<file path="config.mk">
export PLATFORM = sky130hd
export DESIGN_NAME = fir_3tap_inverse
export DESIGN_NICKNAME = d
export VERILOG_FILES = /design/src/rtl/fir_3tap_inverse.sv
export SDC_FILE = /design/constraint.sdc
export NUM_CORES = 1
export LEC_CHECK = 0
export ABC_AREA = 0
export BUFFER_PORTS_ARGS = -buffer_cell sky130_fd_sc_hd__buf_2
export CELL_PAD_IN_SITES_DETAIL_PLACEMENT = 1
export CELL_PAD_IN_SITES_GLOBAL_PLACEMENT = 1
export CORE_MARGIN = 3
export CORE_UTILIZATION = 40
export DETAILED_ROUTE_END_ITERATION = 6
export GPL_TIMING_DRIVEN = 0
export PLACE_DENSITY_LB_ADDON = 0.1
export SYNTH_ARGS = -nofsm -noshare
export SYNTH_HDL_FRONTEND = slang
export SYNTH_SLANG_ARGS = --single-unit
</file>
<file path="constraint.sdc">
create_clock -name clk -period 6.4 [get_ports clk]
set_input_delay 0.32 -clock clk [delete_from_list [all_inputs] [get_ports clk]]
set_output_delay 0.32 -clock clk [all_outputs]
set_load 0.005 [all_outputs]
</file>
<file path="src/rtl/fir_3tap_inverse.sv">
// fir_3tap_inverse: deconvolves a 3-tap FIR output back to input samples via an 8-step restoring divider.
// Optional INV_FIR_ROUND_EN rounds the quotient to nearest instead of truncating.
module fir_3tap_inverse #(
  parameter int XW = 8,
  parameter int YW = 16
) (
  input  logic          clk,
  input  logic          rst,
  input  logic [XW-1:0] H0,
  input  logic [XW-1:0] H1,
  input  logic [XW-1:0] H2,
  input  logic [YW-1:0] y_in,
  input  logic          y_valid,
  output logic          y_ready,
  input  logic          hist_clr,
  output logic [XW-1:0] x_out,
  output logic          x_valid,
  output logic          err
);
  typedef enum logic [1:0] {IDLE, CALC, DIV, OUT} state_t;
  state_t state, state_nxt;
  logic [YW-1:0] yr;
  logic [XW-1:0] h0, h1, h2, x1, x2, r, lo, cval, r_nxt, lo_nxt, q, xo;
  logic [2*XW-1:0] p1, p2;
  logic [YW+1:0] acc;
  logic [XW:0] t;
  logic [$clog2(XW)-1:0] cnt;
  logic clamp, ge, neg, ov;
  assign y_ready = state == IDLE;
  always_comb begin
    p1 = {{XW{1'b0}}, h1} * {{XW{1'b0}}, x1};
    p2 = {{XW{1'b0}}, h2} * {{XW{1'b0}}, x2};
    acc = {2'b00, yr} - {{(YW+2-2*XW){1'b0}}, p1} - {{(YW+2-2*XW){1'b0}}, p2};
    neg = acc[YW+1];
    ov = acc[YW:0] >= {{(YW+1-2*XW){1'b0}}, h0, {XW{1'b0}}};
    t = {r, lo[XW-1]};
    ge = t >= {1'b0, h0};
    r_nxt = ge ? t[XW-1:0] - h0 : t[XW-1:0];
    lo_nxt = {lo[XW-2:0], ge};
`ifdef INV_FIR_ROUND_EN
    q = ({r_nxt, 1'b0} >= {1'b0, h0} && !(&lo_nxt)) ? lo_nxt + 1'b1 : lo_nxt;
`else
    q = lo_nxt;
`endif
    xo = clamp ? cval : q;
    state_nxt = state == IDLE ? (y_valid ? CALC : IDLE) :
                state == CALC ? DIV :
                state == DIV  ? (cnt == 0 ? OUT : DIV) : IDLE;
  end
  always_ff @(posedge clk or posedge rst) begin
    if (rst) begin
      state <= IDLE;
      yr <= '0;
      h0 <= '0;
      h1 <= '0;
      h2 <= '0;
      x1 <= '0;
      x2 <= '0;
      r <= '0;
      lo <= '0;
      cnt <= '0;
      clamp <= 1'b0;
      cval <= '0;
      x_out <= '0;
      x_valid <= 1'b0;
      err <= 1'b0;
    end else begin
      state <= state_nxt;
      x_valid <= 1'b0;
      if (state == IDLE) begin
        if (hist_clr) begin
          x1 <= '0;
          x2 <= '0;
        end
        if (y_valid) begin
          yr <= y_in;
          h0 <= H0;
          h1 <= H1;
          h2 <= H2;
        end
      end
      // clamp decision is frozen here; the divider still runs so latency never varies
      if (state == CALC) begin
        r <= acc[2*XW-1:XW];
        lo <= acc[XW-1:0];
        clamp <= h0 == 0 || neg || ov;
        cval <= {XW{ov && !neg && h0 != 0}};
        cnt <= $clog2(XW)'(XW-1);
      end
      if (state == DIV) begin
        r <= r_nxt;
        lo <= lo_nxt;
        cnt <= cnt - 1'b1;
        if (cnt == 0) begin
          x_out <= xo;
          err <= clamp;
          x_valid <= 1'b1;
          x2 <= x1;
          x1 <= xo;
        end
      end
    end
  end
endmodule

</file>
# After elaboration in Yosys (flattened, before gate mapping)
# Cells that the tools add are included.
# totals
reg_bits,89
word_cells,60
in_bits,44
output_inout_bits,11
# op_classes
mux,23
n_eq_ne,2
n_addsub,4
order_cmp,2
reduce_logical,12
mul,2
# ops
operator,n
$mux 8,14
$mul 8x8->16,2
$sub 17x17->18,1
$ge 17x16->1,1
$sub 16x16->17,1
$ge 9x8->1,1
$logic_not 8->1,1
$reduce_bool 8->1,1
$sub 8x8->8,1
$mux 2,3
$mux 3,2
$mux 1,4
$reduce_and 2->1,2
$logic_not 3->1,1
$sub 3x1->3 const B,1
$eq 2x1->1 const B,1
$eq 2x2->1 const B,1
$logic_and 1x1->1,2
$logic_not 2->1,1
$logic_or 1x1->1,2
$reduce_bool 2->1,1
$logic_not 1->1,1

# Logic depth before layout (Yosys ltp)
# logic_depth
word_depth,6
depth_mapped,32
mapped_depth_nobuf,31

# Worst setup path after synthesis
# No wires, ideal clock.
# synth_path
kind,reg-to-reg
from,reg x1[1]
to,reg cval[0] (netlist name)
required_ns,6.271
synth_period_minus_slack_ns,6.315
path_stages_with_launch,29
setup_time_ns,0.129
t_arrival_ns,6.185
path_slack_ns,0.085
cell_sequence,dfrtp_1 -> and2_1 -> fa_1 -> inv_1 -> fa_1 -> fa_1 -> inv_1 -> fa_1 -> inv_1 -> ha_1 -> a21oi_1 -> nand2_1 -> nor3_1 -> o311ai_1 -> xor2_1 -> ha_1 -> nand3_1 -> a211oi_1 -> o31ai_1 -> a21boi_1 -> nor2_1 -> xnor2_1 -> ha_1 -> a2111oi_0 -> a211o_1 -> o211a_1 -> o31ai_1 -> a31oi_1 -> o22ai_1
# synth_via
elab_chain_len,6
# synth_lines
item,line_no,rtl
start: declaration,23,"logic [XW-1:0] h0, h1, h2, x1, x2, r, lo, cval, r_nxt, lo_nxt, q, xo;"
start signal: assignment,99,x1 <= xo;
$mul 8x8->16 *,31,"p1 = {{XW{1'b0}}, h1} * {{XW{1'b0}}, x1};"
$sub 16x16->17 *,33,"acc = {2'b00, yr} - {{(YW+2-2*XW){1'b0}}, p1} - {{(YW+2-2*XW){1'b0}}, p2};"
$sub 17x17->18 *,33,
$ge 17x16->1 / $logic_not 1->1 (equally long branches),"35, 87",
$logic_and 1x1->1 * (2 in a row),87,cval <= {XW{ov && !neg && h0 != 0}};
# Mark *: on every way between the ends. The rest lies on a longest branch, timed or not.
# A chain may end at the register's enable or synchronous reset.

# Final worst setup path
# layout_path
from,reg x1[2]
to,reg clamp
# layout_via
elab_chain_len,5
# layout_lines
item,line_no,rtl
$mul 8x8->16 *,31,
$sub 16x16->17 *,33,
$sub 17x17->18 *,33,
$ge 17x16->1 / $logic_or 1x1->1 (equally long branches),"35, 86",
$logic_or 1x1->1 *,86,clamp <= h0 == 0 || neg || ov;
end signal: assignment,86,
end: declaration,28,"logic clamp, ge, neg, ov;"
# Marked as above.

==> flow_metrics.env <==
export IMPL_vdd_drop_max_uv=329.1
export IMPL_layout_commonest_cell="inv_1"
export IMPL_placed_area_mm2=0.01042
export IMPL_synth_area_per_cell_um2=9.249
export IMPL_synthTopCellsByArea="dfrtp_1 (23%), fa_1 (18%), ha_1 (15%)"
export IMPL_setup_viol=2
export IMPL_hold_viol=0
export IMPL_cts_path_max_buffers=2
export IMPL_grt_setup_unrepaired="yes"
export IMPL_rows=56
export IMPL_hpwl_um=21080
export IMPL_worst_pin_slew_ns=0.8258
export IMPL_ys_ff_latch=89
export IMPL_worstSetupPathType="reg2reg"
export IMPL_min_period_ns=6.501
export IMPL_vias=7745
export IMPL_grt_pass1_vias=8447
export IMPL_first_iter_violations=260
export IMPL_cts_buffers=9
export IMPL_r2r_slack_ns=-0.10
export IMPL_status="complete, but fails checks"
export IMPL_layout_drive_gt1_share_pct=23.91
export IMPL_r2r_end="clamp$_DFFE_PP0N_"
export IMPL_synth_largest_area_cell="dfrtp_1"
export IMPL_top_register="yr"
export IMPL_cts_root_buf="clkbuf_16"
export IMPL_yosysSeqAreaShare_pct=22.91
export IMPL_fin_ws_ns=-0.1015
export IMPL_numPortBuffers=54
export IMPL_crit_required_ns=6.69
export IMPL_worst_setup_path_end_kind="flip-flop"
export IMPL_synth_area_mm2=0.009721
export IMPL_arrival_ns=6.79
export IMPL_timing_fmax_ghz=0.1538
export IMPL_synth_edff_count=0
export IMPL_dp_cells=1425
export IMPL_crit_fanout=6
export IMPL_p_leak_nw=5.724
export IMPL_initial_utilization_pct=41.05
export IMPL_clock_latency_ns=0.36
export IMPL_synth_cell_types=61
export IMPL_grt_overflow_total=0
export IMPL_antenna_found_initial=0
export IMPL_ant_nets=0
export IMPL_max_stage_delay_ns=0.55
export IMPL_fillers=2772
export IMPL_wl_per_cell_um=18.50
export IMPL_grt_usage_pct=21.40
export IMPL_yosysWarnings=0
export IMPL_dieArea_mm2=0.02621
export IMPL_worst_setup_path_start_kind="flip-flop"
export IMPL_io_pins=55
export IMPL_maxSlewHeadroom_pct=44.95
export IMPL_drc=0
export IMPL_nets=1415
export IMPL_num_antenna_cells=0
export IMPL_final_max_slew_viol_count=0
export IMPL_vias_per_cell=5.184
export IMPL_largest_reg_flops=16
export IMPL_timing_critical_path_mode_cell="fa_1"
export IMPL_yosysTopAreaCellShare_pct=22.91
export IMPL_fin_area_mm2=0.01172
export IMPL_clock_sinks=89
export IMPL_hp_class="in2reg"
export IMPL_synth_fp_nets=1296
export IMPL_async_flop_share_pct=100.0
export IMPL_grt_max_degree=61
export IMPL_synth_flop_cell="dfrtp_1"
export IMPL_maxCapViolations=0
export IMPL_die_y_um=161.9
export IMPL_path_clk_slew_ns=0.08
export IMPL_gp_congestion=0.8294
export IMPL_hold_depth=2
export IMPL_drt_total_wl_um=27640
export IMPL_worstRegToRegCells=29
export IMPL_final_cell_mix="inv_1 (160), ha_1 (98), and2_1 (93)"
export IMPL_die_x_um=161.9
export IMPL_violations="negative setup slack"
export IMPL_tritoncts="done"
export IMPL_netlist_instances=1051
export IMPL_htreeDepth=3
export IMPL_r2r_start="x1[2]$_DFF_PP0_"
export IMPL_first_pass_iters=4
export IMPL_fin_crit_sh_pct=101.6
export IMPL_grt_pass1_wl_um=44590
export IMPL_syn_to_final_growth_pct=20.54
export IMPL_fin_cells=1494
export IMPL_hp_start="H0[0]"
export IMPL_hold_end="h0[0]$_DFFE_PP0P_"
export IMPL_clock_skew_ns=0.01135
export IMPL_core_area_mm2=0.02368
export IMPL_power_density_mw_per_mm2=620.6
export IMPL_crit_slowest_cell="fa_1"
-- metal layers --
metal	up-vias	global-route usage (%)	part of all wire, %
li1	3702	-	-
met1	3935	27.75	45
met2	82	38.29	51
met3	26	2.295	1.6
met4	0	5.428	1.9
met5	-	0	0
-- metrics by stage --
stage / util, % / power, W / setup slack, ns / hold WS [ns] / setup TNS [ns]
floorplan: - / 0.003996 / 0.08531 / 0.4612 / 0
global placement: 43.87 / 0.005077 / -1.083 / 0.4558 / -2.157
detailed placement: 44.00 / 0.005155 / -1.095 / 0.3505 / -2.269
CTS: 47.86 / 0.006670 / -0.1554 / 0.1782 / -0.2985
global route: 49.48 / 0.007869 / -0.3252 / 0.1803 / -0.6135
finish: 49.48 / 0.007272 / -0.1015 / 0.1906 / -0.1535
-- critical path: cells and delay by family (launching register included) --
kind | cells | cell delay, ns
and+or+nand+nor | 4 | 0.48
buffers and inverters | 4 | 0.32
muxes | 1 | 0.26
xor gates and xnor gates | 1 | 0.30
adders and majority gates | 7 | 2.97
AOI/OAI and AO/OA | 12 | 1.63
DFF | 1 | 0.47
-- synthesized netlist by cell type, types with 5 or more instances --
library cell / count
o31ai_1: 5
o21ai_1: 6
nand2_1: 89
nand2b_1: 7
mux2i_1: 5
nor3_1: 9
o21a_1: 11
mux2_2: 41
a21o_1: 14
o211ai_1: 7
inv_1: 163
xor2_1: 17
nand3_1: 19
ha_1: 114
clkbuf_1: 18
nor2_1: 59
dfrtp_1: 89
o21ai_0: 27
fa_1: 87
and2_1: 95
a21oi_1: 53
xnor2_1: 24
a31o_2: 7
nor2b_1: 7
-- area by class of cell --
type                            count  area [µm²]  share of cell area (%)
Buffer                             15       63.81                  0.5446
Clock buffer                       10       229.0                   1.954
Clock inverter                      6       96.34                  0.8222
Inverter                          165       621.8                   5.307
Multi-Input combinational cell    774        7284                   62.17
Sequential cell                    89        2260                   19.28
Tap cell                          319       399.1                   3.406
Timing Repair Buffer              116       763.2                   6.514
-- cell families after synthesis --
logic type,after synthesis,synth area share [%]
flip-flops,89,22.91
AND/OR/NAND/NOR,309,15.79
adder cells (fa/ha/maj),201,32.59
AO/OA/AOI/OAI,175,12.18
multiplexers,48,5.496
buffers and inverters,188,7.337
XOR/XNOR,41,3.694
-- how the worst max path moves through the flow --
stage | startpoint | endpoint | slack [ns]
floorplan | x1[1]$_DFF_PP0_ | cval[0]$_DFFE_PP0N_ | 0.09
global placement | x1[4]$_DFF_PP0_ | clamp$_DFFE_PP0N_ | -1.08
detailed placement | x1[4]$_DFF_PP0_ | clamp$_DFFE_PP0N_ | -1.10
CTS | x1[0]$_DFF_PP0_ | clamp$_DFFE_PP0N_ | -0.16
global route | x1[2]$_DFF_PP0_ | clamp$_DFFE_PP0N_ | -0.33
finish | x1[2]$_DFF_PP0_ | clamp$_DFFE_PP0N_ | -0.10
-- report_power, final --
part / internal [W] / switching [W] / total, W / leakage [nW]
Combinational: 0.00263 / 0.00296 / 0.00560 / 4.51
Sequential: 0.000796 / 0.000259 / 0.00106 / 1.06
Clock: 0.000349 / 0.000268 / 0.000617 / 0.156
Total: 0.00378 / 0.00349 / 0.00727 / 5.72
-- repair_timing --
item	4_1_cts	5_1_grt
gates cloned	0	0
setup endpoints to repair	3	2
setup buffers	40	20
endpoints found under the hold margin	29	0
pin swaps	48	41
resized for setup	78	44
hold buffers	1	0
Note: power is estimated with default switching activity, not from simulation.
